$ cat src/rtl/csm_pkg.sv
// csm_pkg: shared types and defaults for the shared-memory arbiter.
// Imported by csm_lock_timer and csm_arbiter.
package csm_pkg;

  localparam int CSM_LOCK_TIMEOUT = 64;

  typedef enum logic [2:0] {
    IDLE,
    GRANT_A,
    GRANT_B,
    LOCK_A,
    LOCK_B
  } csm_arb_state_t;

  typedef enum logic [1:0] {
    NONE   = 2'b00,
    DENIED = 2'b01,
    TIMEOUT = 2'b10,
    BADREL = 2'b11
  } csm_err_t;

  // A bad release outranks a timeout, which outranks a denial.
  function automatic csm_err_t err_pick(
    input logic badrel,
    input logic tmo,
    input logic deny
  );
    if (badrel) return BADREL;
    if (tmo) return TIMEOUT;
    if (deny) return DENIED;
    return NONE;
  endfunction

endpackage

$ cat src/rtl/csm_lock_timer.sv
// csm_lock_timer: counts idle cycles of a locked owner and flags
// the last cycle before the lock must be forced open.
module csm_lock_timer
  import csm_pkg::*;
#(
  parameter int LOCK_TIMEOUT = CSM_LOCK_TIMEOUT,
  parameter int CNT_W = 8
) (
  input  logic clk,
  input  logic reset,
  input  logic clr,
  input  logic inc,
  output logic tc
);

  localparam logic [CNT_W-1:0] TC_VAL =
    CNT_W'(LOCK_TIMEOUT - 1);

  logic [CNT_W-1:0] count;

  always_ff @(posedge clk) begin
    if (reset || clr) begin
      count <= '0;
    end else if (inc) begin
      count <= count + CNT_W'(1);
    end
  end

  assign tc = (count == TC_VAL);

endmodule

$ cat src/rtl/csm_arbiter.sv
// csm_arbiter: two-port shared-memory arbiter with round-robin
// arbitration, optional multi-transaction lock and idle timeout.
module csm_arbiter
  import csm_pkg::*;
#(
  parameter int LOCK_TIMEOUT = CSM_LOCK_TIMEOUT,
  parameter int CNT_W = 8
) (
  input  logic       clk,
  input  logic       reset,
  input  logic       A_req,
  input  logic       B_req,
  input  logic       A_hold,
  input  logic       B_hold,
  input  logic       A_release,
  input  logic       B_release,
  output logic       A_grant,
  output logic       B_grant,
  output logic [1:0] A_err,
  output logic [1:0] B_err,
  output logic       mem_sel,
  output logic       mem_enable,
  output logic       lock_active
);

  csm_arb_state_t state_q, state_d;

  // last_q = 1 means B was served last, so A wins a tie.
  logic last_q, last_d;
  logic a_tmo, b_tmo;
  logic a_own, b_own;
  logic locked, own_req;
  logic t_inc, t_clr, tc;
  logic a_gnt_d, b_gnt_d;
  logic a_badrel, b_badrel;
  logic a_deny, b_deny;

  assign a_own = (state_q == GRANT_A) ||
                 (state_q == LOCK_A);
  assign b_own = (state_q == GRANT_B) ||
                 (state_q == LOCK_B);
  assign locked = (state_q == LOCK_A) ||
                  (state_q == LOCK_B);
  assign own_req = (state_q == LOCK_A) ? A_req : B_req;

  assign t_inc = locked && !own_req &&
                 (state_d == state_q);
  assign t_clr = !t_inc;

  csm_lock_timer #(
    .LOCK_TIMEOUT(LOCK_TIMEOUT),
    .CNT_W(CNT_W)
  ) u_timer (
    .clk(clk),
    .reset(reset),
    .clr(t_clr),
    .inc(t_inc),
    .tc(tc)
  );

  always_comb begin
    state_d = state_q;
    last_d = last_q;
    a_tmo = 1'b0;
    b_tmo = 1'b0;
    unique case (state_q)
      IDLE: begin
        if (A_req && (!B_req || last_q)) begin
          state_d = A_hold ? LOCK_A : GRANT_A;
        end else if (B_req) begin
          state_d = B_hold ? LOCK_B : GRANT_B;
        end
      end
      GRANT_A: begin
        if (!A_req) begin
          state_d = IDLE;
          last_d = 1'b0;
        end else if (A_hold) begin
          state_d = LOCK_A;
        end
      end
      GRANT_B: begin
        if (!B_req) begin
          state_d = IDLE;
          last_d = 1'b1;
        end else if (B_hold) begin
          state_d = LOCK_B;
        end
      end
      LOCK_A: begin
        if (A_release) begin
          state_d = IDLE;
          last_d = 1'b0;
        end else if (!A_req && tc) begin
          state_d = IDLE;
          last_d = 1'b0;
          a_tmo = 1'b1;
        end
      end
      LOCK_B: begin
        if (B_release) begin
          state_d = IDLE;
          last_d = 1'b1;
        end else if (!B_req && tc) begin
          state_d = IDLE;
          last_d = 1'b1;
          b_tmo = 1'b1;
        end
      end
      default: state_d = IDLE;
    endcase
  end

  assign a_gnt_d = (state_d == GRANT_A) ||
                   (state_d == LOCK_A);
  assign b_gnt_d = (state_d == GRANT_B) ||
                   (state_d == LOCK_B);

  assign a_badrel = A_release && !a_own;
  assign b_badrel = B_release && !b_own;
  assign a_deny = A_req && (state_q == LOCK_B);
  assign b_deny = B_req && (state_q == LOCK_A);

  always_ff @(posedge clk) begin
    if (reset) begin
      state_q     <= IDLE;
      last_q      <= 1'b1;
      A_grant     <= 1'b0;
      B_grant     <= 1'b0;
      A_err       <= NONE;
      B_err       <= NONE;
      mem_sel     <= 1'b0;
      mem_enable  <= 1'b0;
      lock_active <= 1'b0;
    end else begin
      state_q     <= state_d;
      last_q      <= last_d;
      A_grant     <= a_gnt_d;
      B_grant     <= b_gnt_d;
      A_err       <= err_pick(a_badrel, a_tmo, a_deny);
      B_err       <= err_pick(b_badrel, b_tmo, b_deny);
      mem_enable  <= a_gnt_d || b_gnt_d;
      lock_active <= (state_d == LOCK_A) ||
                     (state_d == LOCK_B);
      if (a_gnt_d) begin
        mem_sel <= 1'b0;
      end else if (b_gnt_d) begin
        mem_sel <= 1'b1;
      end
    end
  end

endmodule

$ cat config.mk
export PLATFORM = sky130hd
export DESIGN_NAME = csm_arbiter
export DESIGN_NICKNAME = d
export VERILOG_FILES = /design/src/rtl/csm_pkg.sv /design/src/rtl/csm_lock_timer.sv /design/src/rtl/csm_arbiter.sv
export SDC_FILE = /design/constraint.sdc
export NUM_CORES = 1
export LEC_CHECK = 0
export BUFFER_PORTS_ARGS = -buffer_cell sky130_fd_sc_hd__buf_2
export CAP_MARGIN = 10
export CORE_ASPECT_RATIO = 0.7
export CORE_MARGIN = 2
export CORE_UTILIZATION = 35
export CTS_BUF_LIST = sky130_fd_sc_hd__clkbuf_8
export CTS_CLUSTER_DIAMETER = 80
export DETAILED_ROUTE_END_ITERATION = 6
export GPL_TIMING_DRIVEN = 0
export HOLD_SLACK_MARGIN = 0.02
export MAX_ROUTING_LAYER = met4
export PLACE_DENSITY = 0.61
export SETUP_SLACK_MARGIN = 0.1
export SLEW_MARGIN = 20
export SYNTH_ARGS = -nofsm -noshare
export SYNTH_HDL_FRONTEND = slang
export SYNTH_HIERARCHICAL = 1
export SYNTH_SLANG_ARGS = --single-unit
$ cat constraint.sdc
create_clock -name clk -period 6 [get_ports clk]
set_input_delay 0.6 -clock clk [delete_from_list [all_inputs] [get_ports clk]]
set_output_delay 0.6 -clock clk [all_outputs]
set_load 0.01 [all_outputs]
==> summary.md, run 1 <==
| Metric | Value |
|---|---|
| Final net count | 153 |
| Sequential element share of the synthesized area | 39.3% |
| CTS max path bufs | 2 |
| Async set or reset register ratio after synthesis | 0% |
| PostCTS Resize Cnt | 0 |
| Routability congestion estimate from global placement | 0.831 |
| Hold WC Path Type | flop to flop |
| Worst-skew pair later-pin latency | 250 ps |
| Fin crit share | 41.1% |
| Initial antenna violation count | 0 |
| CTS tree | yes |
| Total chip power | 0.322 mW |
| Mapped Area | 1070 um2 |
| Synth top cells by count | 21 x dfxtp_1, 13 x nor2_1, 10 x nand2_1 |
| Total placed instance area | 1200 um2 |
| Remaining routing DRC violations | 0 |
| Clock skew | 2.51 ps |
| Die area | 3530 um2 |
| Sequential power share | 49.0% |
| DRT Pass-1 Iters | 5 |
| Startpoint types | flop |
| Net Sw Frac | 28.7% |
| Vias | 945 |
| Slew Viols, Final | 0 |
| Clock Sinks | 21 |
| H-tree Lvls | 1 |
| CP required | 6140 ps |
| Grt total ovfl | 0 |
| Syn avg cell area | 8.71 um2 |
| CP Class | flop to flop |
| Num CTS Buffers | 3 |
| Setup TNS | 0 ps |
| R2R setup slack | 3530 ps |
| Pint | 0.229 mW |
| RSZ-0062 raised after global routing | false |
| Max_cap viols | 0 |
| Cell taking the most area after synthesis | dfxtp_1 |
| Synth top area cells | dfxtp_1 39%, nor2_1 4.6%, a21oi_1 4.2% |
| #FFs+latches synth | 21 |
| Pleak | 0.501 nW |
| 1st-iter DRT viols | 40 |
| Final setup viols | 0 |
| Yosys cell types | 44 |
| Fmax | 406 MHz |
| Combinational fraction of design power | 24.0% |
| Count leader, synth | dfxtp_1 |
| Synth warnings | 6 |
| Post-DP HPWL | 1.72 mm |
| CP max FO | 6 |
| Die X | 70.1 um |
| Root Buffer Master | clkbuf_8 |
| Layout fillers | 297 |
| Total Wirelength | 2.28 mm |
| CP Capture Type | flop |
| Gr usage total | 14.4% |
| VDD IR max | 0.000162 V |
| Clk slew on worst S/H paths | 70 ps |
| Routed length per instance | 12.7 um |
| Post-route ant nets | 0 |
| Num rows | 16 |
| Largest net degree at the start of global routing | 12 |
| Global-route wire length before repair | 4.00 mm |
| Antenna Cells | 0 |
| Final Util | 43.4% |
| Vias per Instance | 5.28 |
| Worst-Margin Slew | 655 ps |
| Syn Nets | 132 |
| Pwr/cell area | 259 nW/um2 |
| Status | complete, no violations |
| Crit path DAT | 2600 ps |
| Number of global-route vias before repair | 891 |
| I/O pin count | 17 |
| Final min period | 2470 ps |
| Clk pwr share | 27.0% |
| Yosys top cell area share | 39.3% |
| Final instance area | 1240 um2 |
| Share of cells above drive strength 1 | 23.1% |
| CTS Hold Bufs | 0 |
| Sw power | 0.0923 mW |
| Die Span Y | 50.3 um |
| Gate Count Post-Synth | 123 |
| Fin. Hold Viols | 0 |
| EDFF count, synth | 0 |
| Port bufs | 16 |
| Synth Flop Type | dfxtp_1 |
| Initial Utilization | 37.4% |
| Post-CTS Setup Bufs | 0 |
| Core area | 2860 um2 |
| Relative slew slack | 55.9% |
| Syn-to-layout area delta | 15.9% |
==> cell usage in the layout, fill, tap and decap left out, types with 2 or more instances in the layout <==
master,synthesis,routed
o21ai_0,7,7
or2_2,2,2
a21oi_1,9,9
and3_1,2,2
inv_1,8,9
nand4_1,3,3
o22ai_1,2,2
o22a_1,2,2
buf_2,1,17
dfxtp_1,21,21
clkbuf_1,2,2
o21bai_1,2,2
or3_1,3,3
nand3_1,3,3
xor2_1,3,3
nor3_1,2,2
nor4_1,2,2
nor2_1,13,13
o31ai_1,2,2
nand2_1,10,10
clkbuf_8,1,4
==> area by class of cell <==
cell class | instances | area [um2] | area share, %
multi-input cells | 88 | 576 | 46.4
flip-flops and latches | 21 | 420 | 33.9
repair buffers | 16 | 80.1 | 6.45
plain buffers | 6 | 45.0 | 3.63
well taps | 36 | 45.0 | 3.63
clock buffers | 3 | 41.3 | 3.33
inverters | 8 | 30.0 | 2.42
clock inverters | 1 | 3.75 | 0.302
==> final timing paths <==
path	start	endpoint	depth (start not counted)
setup / recovery	u_timer/count[0]	u_timer/count[3]	12
hold / removal	mem_sel	mem_sel	2
setup reg to reg	u_timer/count[0]	u_timer/count[3]	12
hold reg to reg	mem_sel	mem_sel	2
==> per-stage QoR <==
step           setup slack, ps  hold slack, ps  instances
2_1_floorplan             3920             458        123
3_3_place_gp              3640             469        175
3_5_place_dp              3540             470        175
4_1_cts                   3530             486        179
5_1_grt                   3210             498        179
6_report                  3530             481        179
==> layer usage <==
metal	global-route usage (%)	share of wire [%]
met4	1.92	0.61
met3	4.02	4.4
met5	-	0
met2	24.0	45
met1	18.1	50
==> sequential cells by signal (all words and copies together) (netlist names) <==
signal,flops
mem_enable,1
lock_active,1
mem_sel,1
last_q,1
state_q,3
A_grant,1
A_err,2
B_grant,1
B_err,2
u_timer/count,8
==> logic make-up (layout without fill, tap and decap cells) <==
kind of cell / after synthesis / in the layout / share of synthesized area [%]
and+or+nand+nor: 46 / 46 / 22.0
AOI/OAI and AO/OA: 36 / 36 / 26.4
DFF: 21 / 21 / 39.3
buffers and inverters: 14 / 34 / 7.01
xor gates and xnor gates: 4 / 4 / 3.27
adders and majority gates: 1 / 1 / 1.17
muxes: 1 / 1 / 0.935
==> critical path, cell delays in order, from the launching register on <==
cell and delay, ps:
dfxtp_1 390, ha_1 220, nand2_1 70, nor4_1 510, nor2b_1 120, o221ai_2 300
o22ai_1 140, nand2_1 100, inv_1 40, buf_2 150, nand4_2 120, xor2_1 150
nor2_1 50
==> power groups by stage <==
stage,clock [mW],sequential (mW),combinational [mW]
floorplan,0,0.164,0.0500
global placement,0,0.160,0.0749
detailed placement,0,0.161,0.0768
CTS,0.0909,0.158,0.0775
global route,0.0969,0.159,0.0861
finish,0.0869,0.158,0.0773
No activity file was read; power rests on OpenSTA's default activity.
==> inputs of run 2 (changes only) <==
- ABC_AREA: not set -> 1
- PLACE_DENSITY: 0.61 -> 0.63
- clock period: 6 -> 2.05 ns (I/O delays scaled with it)
==> summary.md, run 2 <==
| Metric | Value |
|---|---|
| CTS Hold Bufs | 0 |
| Slew Viols, Final | 0 |
| Synth warnings | 6 |
| Hold WC Path Type | input pin to flop |
| Most flops, register | u_timer/count |
| Failing checks | negative setup slack |
| Post-Place Worst Slack | -163 ps |
| Vias | 1,129 |
| #FFs+latches synth | 21 |
| CTS max path bufs | 2 |
| Crit path DAT | 2290 ps |
| Port bufs | 16 |
| Initial Utilization | 37.8% |
| Grt total ovfl | 0 |
| Total Wirelength | 2.67 mm |
| Num CTS Buffers | 3 |
| Syn-to-layout area delta | 35.0% |
| Fin crit share | 102% |
| Antenna Cells | 0 |
| Final worst slack | -40.9 ps |
| Max_cap viols | 0 |
| Syn Nets | 174 |
| Yosys top cell area share | 38.8% |
| Syn avg cell area | 6.56 um2 |
| Die Span Y | 50.5 um |
| CP required | 2250 ps |
| Fin. Hold Viols | 0 |
| Clk slew on worst S/H paths | 80 ps |
| Worst-skew pair later-pin latency | 260 ps |
| Pleak | 0.683 nW |
| Yosys cell types | 19 |
| CTS tree | yes |
| Die X | 70.5 um |
| Root Buffer Master | clkbuf_8 |
| Most frequent cells in the layout | 29 x nand2_1, 27 x inv_1, 19 x nor2_1 |
| Gr usage total | 16.3% |
| Vias per Instance | 4.87 |
| EDFF count, synth | 0 |
| Routed length per instance | 11.5 um |
| Routability congestion estimate from global placement | 0.892 |
| Total placed instance area | 1240 um2 |
| Synth Flop Type | dfxtp_1 |
| Final net count | 206 |
| Synth top area cells | dfxtp_1 39%, nand2_1 12%, inv_1 9.7% |
| CP Class | flop to flop |
| Core area | 2860 um2 |
| Final instance area | 1460 um2 |
| CP Capture Type | flop |
| Global-route wire length before repair | 4.37 mm |
| R2r worst-path depth | 18 |
| Relative slew slack | 68.5% |
| Startpoint types | flop |
| Most common cell after layout, fill and taps aside | nand2_1 |
| Clock Sinks | 21 |
| Gate Count Post-Synth | 165 |
| Count leader, synth | nand2_1 |
| Layout fillers | 290 |
| Mapped Area | 1080 um2 |
| Sequential element share of the synthesized area | 38.8% |
| RSZ-0062 raised after global routing | true |
| Clock skew | 4.37 ps |
| Initial antenna violation count | 0 |
| 1st-iter DRT viols | 39 |
| Post-DP HPWL | 1.76 mm |
| Final setup viols | 3 |
| Synth top cells by count | 34 x nand2_1, 28 x inv_1, 25 x nor2_1 |
| Number of global-route vias before repair | 1,034 |
| Max reg flops | 8 |
| WHS Path Cells | 4 |
| Async set or reset register ratio after synthesis | 0% |
| I/O pin count | 17 |
| Post-route ant nets | 0 |
| Die area | 3560 um2 |
| Biggest regs | u_timer/count (8), state_q (3) |
| Cell taking the most area after synthesis | dfxtp_1 |
| Pwr/cell area | 726 nW/um2 |
| DRT Pass-1 Iters | 4 |
| Num rows | 16 |
| Status | complete, but fails checks |
| Largest net degree at the start of global routing | 13 |
| VDD IR max | 0.000489 V |
| Final min period | 2090 ps |
| Share of cells above drive strength 1 | 35.7% |
| Remaining routing DRC violations | 0 |
| Worst-Margin Slew | 473 ps |
| H-tree Lvls | 1 |
| Fmax | 478 MHz |
| CP max FO | 6 |
## run 2: cell count changes in the layout (fill, tap and decap cells not counted), moves of 4 or more
cell	change
inv_2	+4
o21ai_0	-6
nand3_1	+8
nor2_2	+4
nand2_1	+19
nand3_2	+4
dfxtp_1	-5
inv_1	+18
nor2_1	+6
buf_4	+10
nor2_4	+6
dfxtp_2	+4
nand2_2	+7
## run 2: worst paths after layout
| check | start | to | slack [ps] |
|---|---|---|---|
| setup / recovery | u_timer/count[0] | u_timer/count[7] | -40 |
| setup reg to reg | u_timer/count[0] | u_timer/count[7] | -40 |
| hold reg to reg | u_timer/count[3] | u_timer/count[3] | 470 |
| hold / removal | reset | u_timer/count[1] | 230 |
## run 2: logic make-up after synthesis
| group | Yosys count | synth area share (%) |
|---|---|---|
| AO/OA/AOI/OAI | 18 | 8.44 |
| adder cells (fa/ha/maj) | 1 | 1.16 |
| buffers and inverters | 33 | 11.4 |
| flip-flops | 21 | 38.8 |
| AND/OR/NAND/NOR | 92 | 40.1 |
## run 2: layer usage
metal,global-route usage [%],part of all wire [%],vias to the layer above,routed length [um]
li1,-,-,574,-
met1,20.7,48,504,1290
met2,25.0,43,45,1150
met3,5.02,7.1,6,191
met4,5.13,1.2,0,33
met5,-,0,-,0
## run 2: final cells by class
| type | instances | area, um2 | share of cell area [%] |
|---|---|---|---|
| multi-input cells | 111 | 652 | 44.6 |
| inverters | 32 | 123 | 8.39 |
| well taps | 36 | 45.0 | 3.08 |
| clock buffers | 3 | 41.3 | 2.83 |
| repair buffers | 27 | 163 | 11.1 |
| flip-flops and latches | 21 | 429 | 29.4 |
| plain buffers | 1 | 3.75 | 0.257 |
| clock inverters | 1 | 5.00 | 0.342 |
## run 2: report_power, final
part	internal (mW)	switching, mW
registers	0.447	0.0268
clock network	0.135	0.136
logic	0.128	0.187
total	0.710	0.350
## run 2: through the flow
| stage | hold slack (ps) | utilization, % | total power [mW] | TNS (ps) | std cells |
|---|---|---|---|---|---|
| detailed placement | 463 | 43.4 | 0.719 | -851 | 217 |
| floorplan | 348 | - | 0.648 | 0 | 165 |
| global route | 239 | 51.0 | 1.13 | -707 | 232 |
| finish | 231 | 51.0 | 1.06 | -61.0 | 232 |
| CTS | 232 | 49.1 | 1.03 | 0 | 227 |
| global placement | 443 | 43.4 | 0.716 | -523 | 217 |
## run 2: critical path, cell delays in order (launching register included)
cell and delay (ps):
dfxtp_4 350, ha_4 160, nand3_4 80, nor3_4 40, nand2_1 80, nand3_2 80
nor2_4 130, inv_2 60, nand2_4 80, inv_4 40, a21oi_4 140, inv_2 60
nor2_4 180, nand2_2 90, nor2_4 190, nand3_2 80, nand2_1 60, inv_1 30
nor2_1 90
## run 2: timing repair
| item | CTS | global route |
|---|---|---|
| resized for setup | 21 | 10 |
| setup buffers | 6 | 5 |
| setup endpoints to repair | 8 | 8 |
| pin swaps | 12 | 15 |
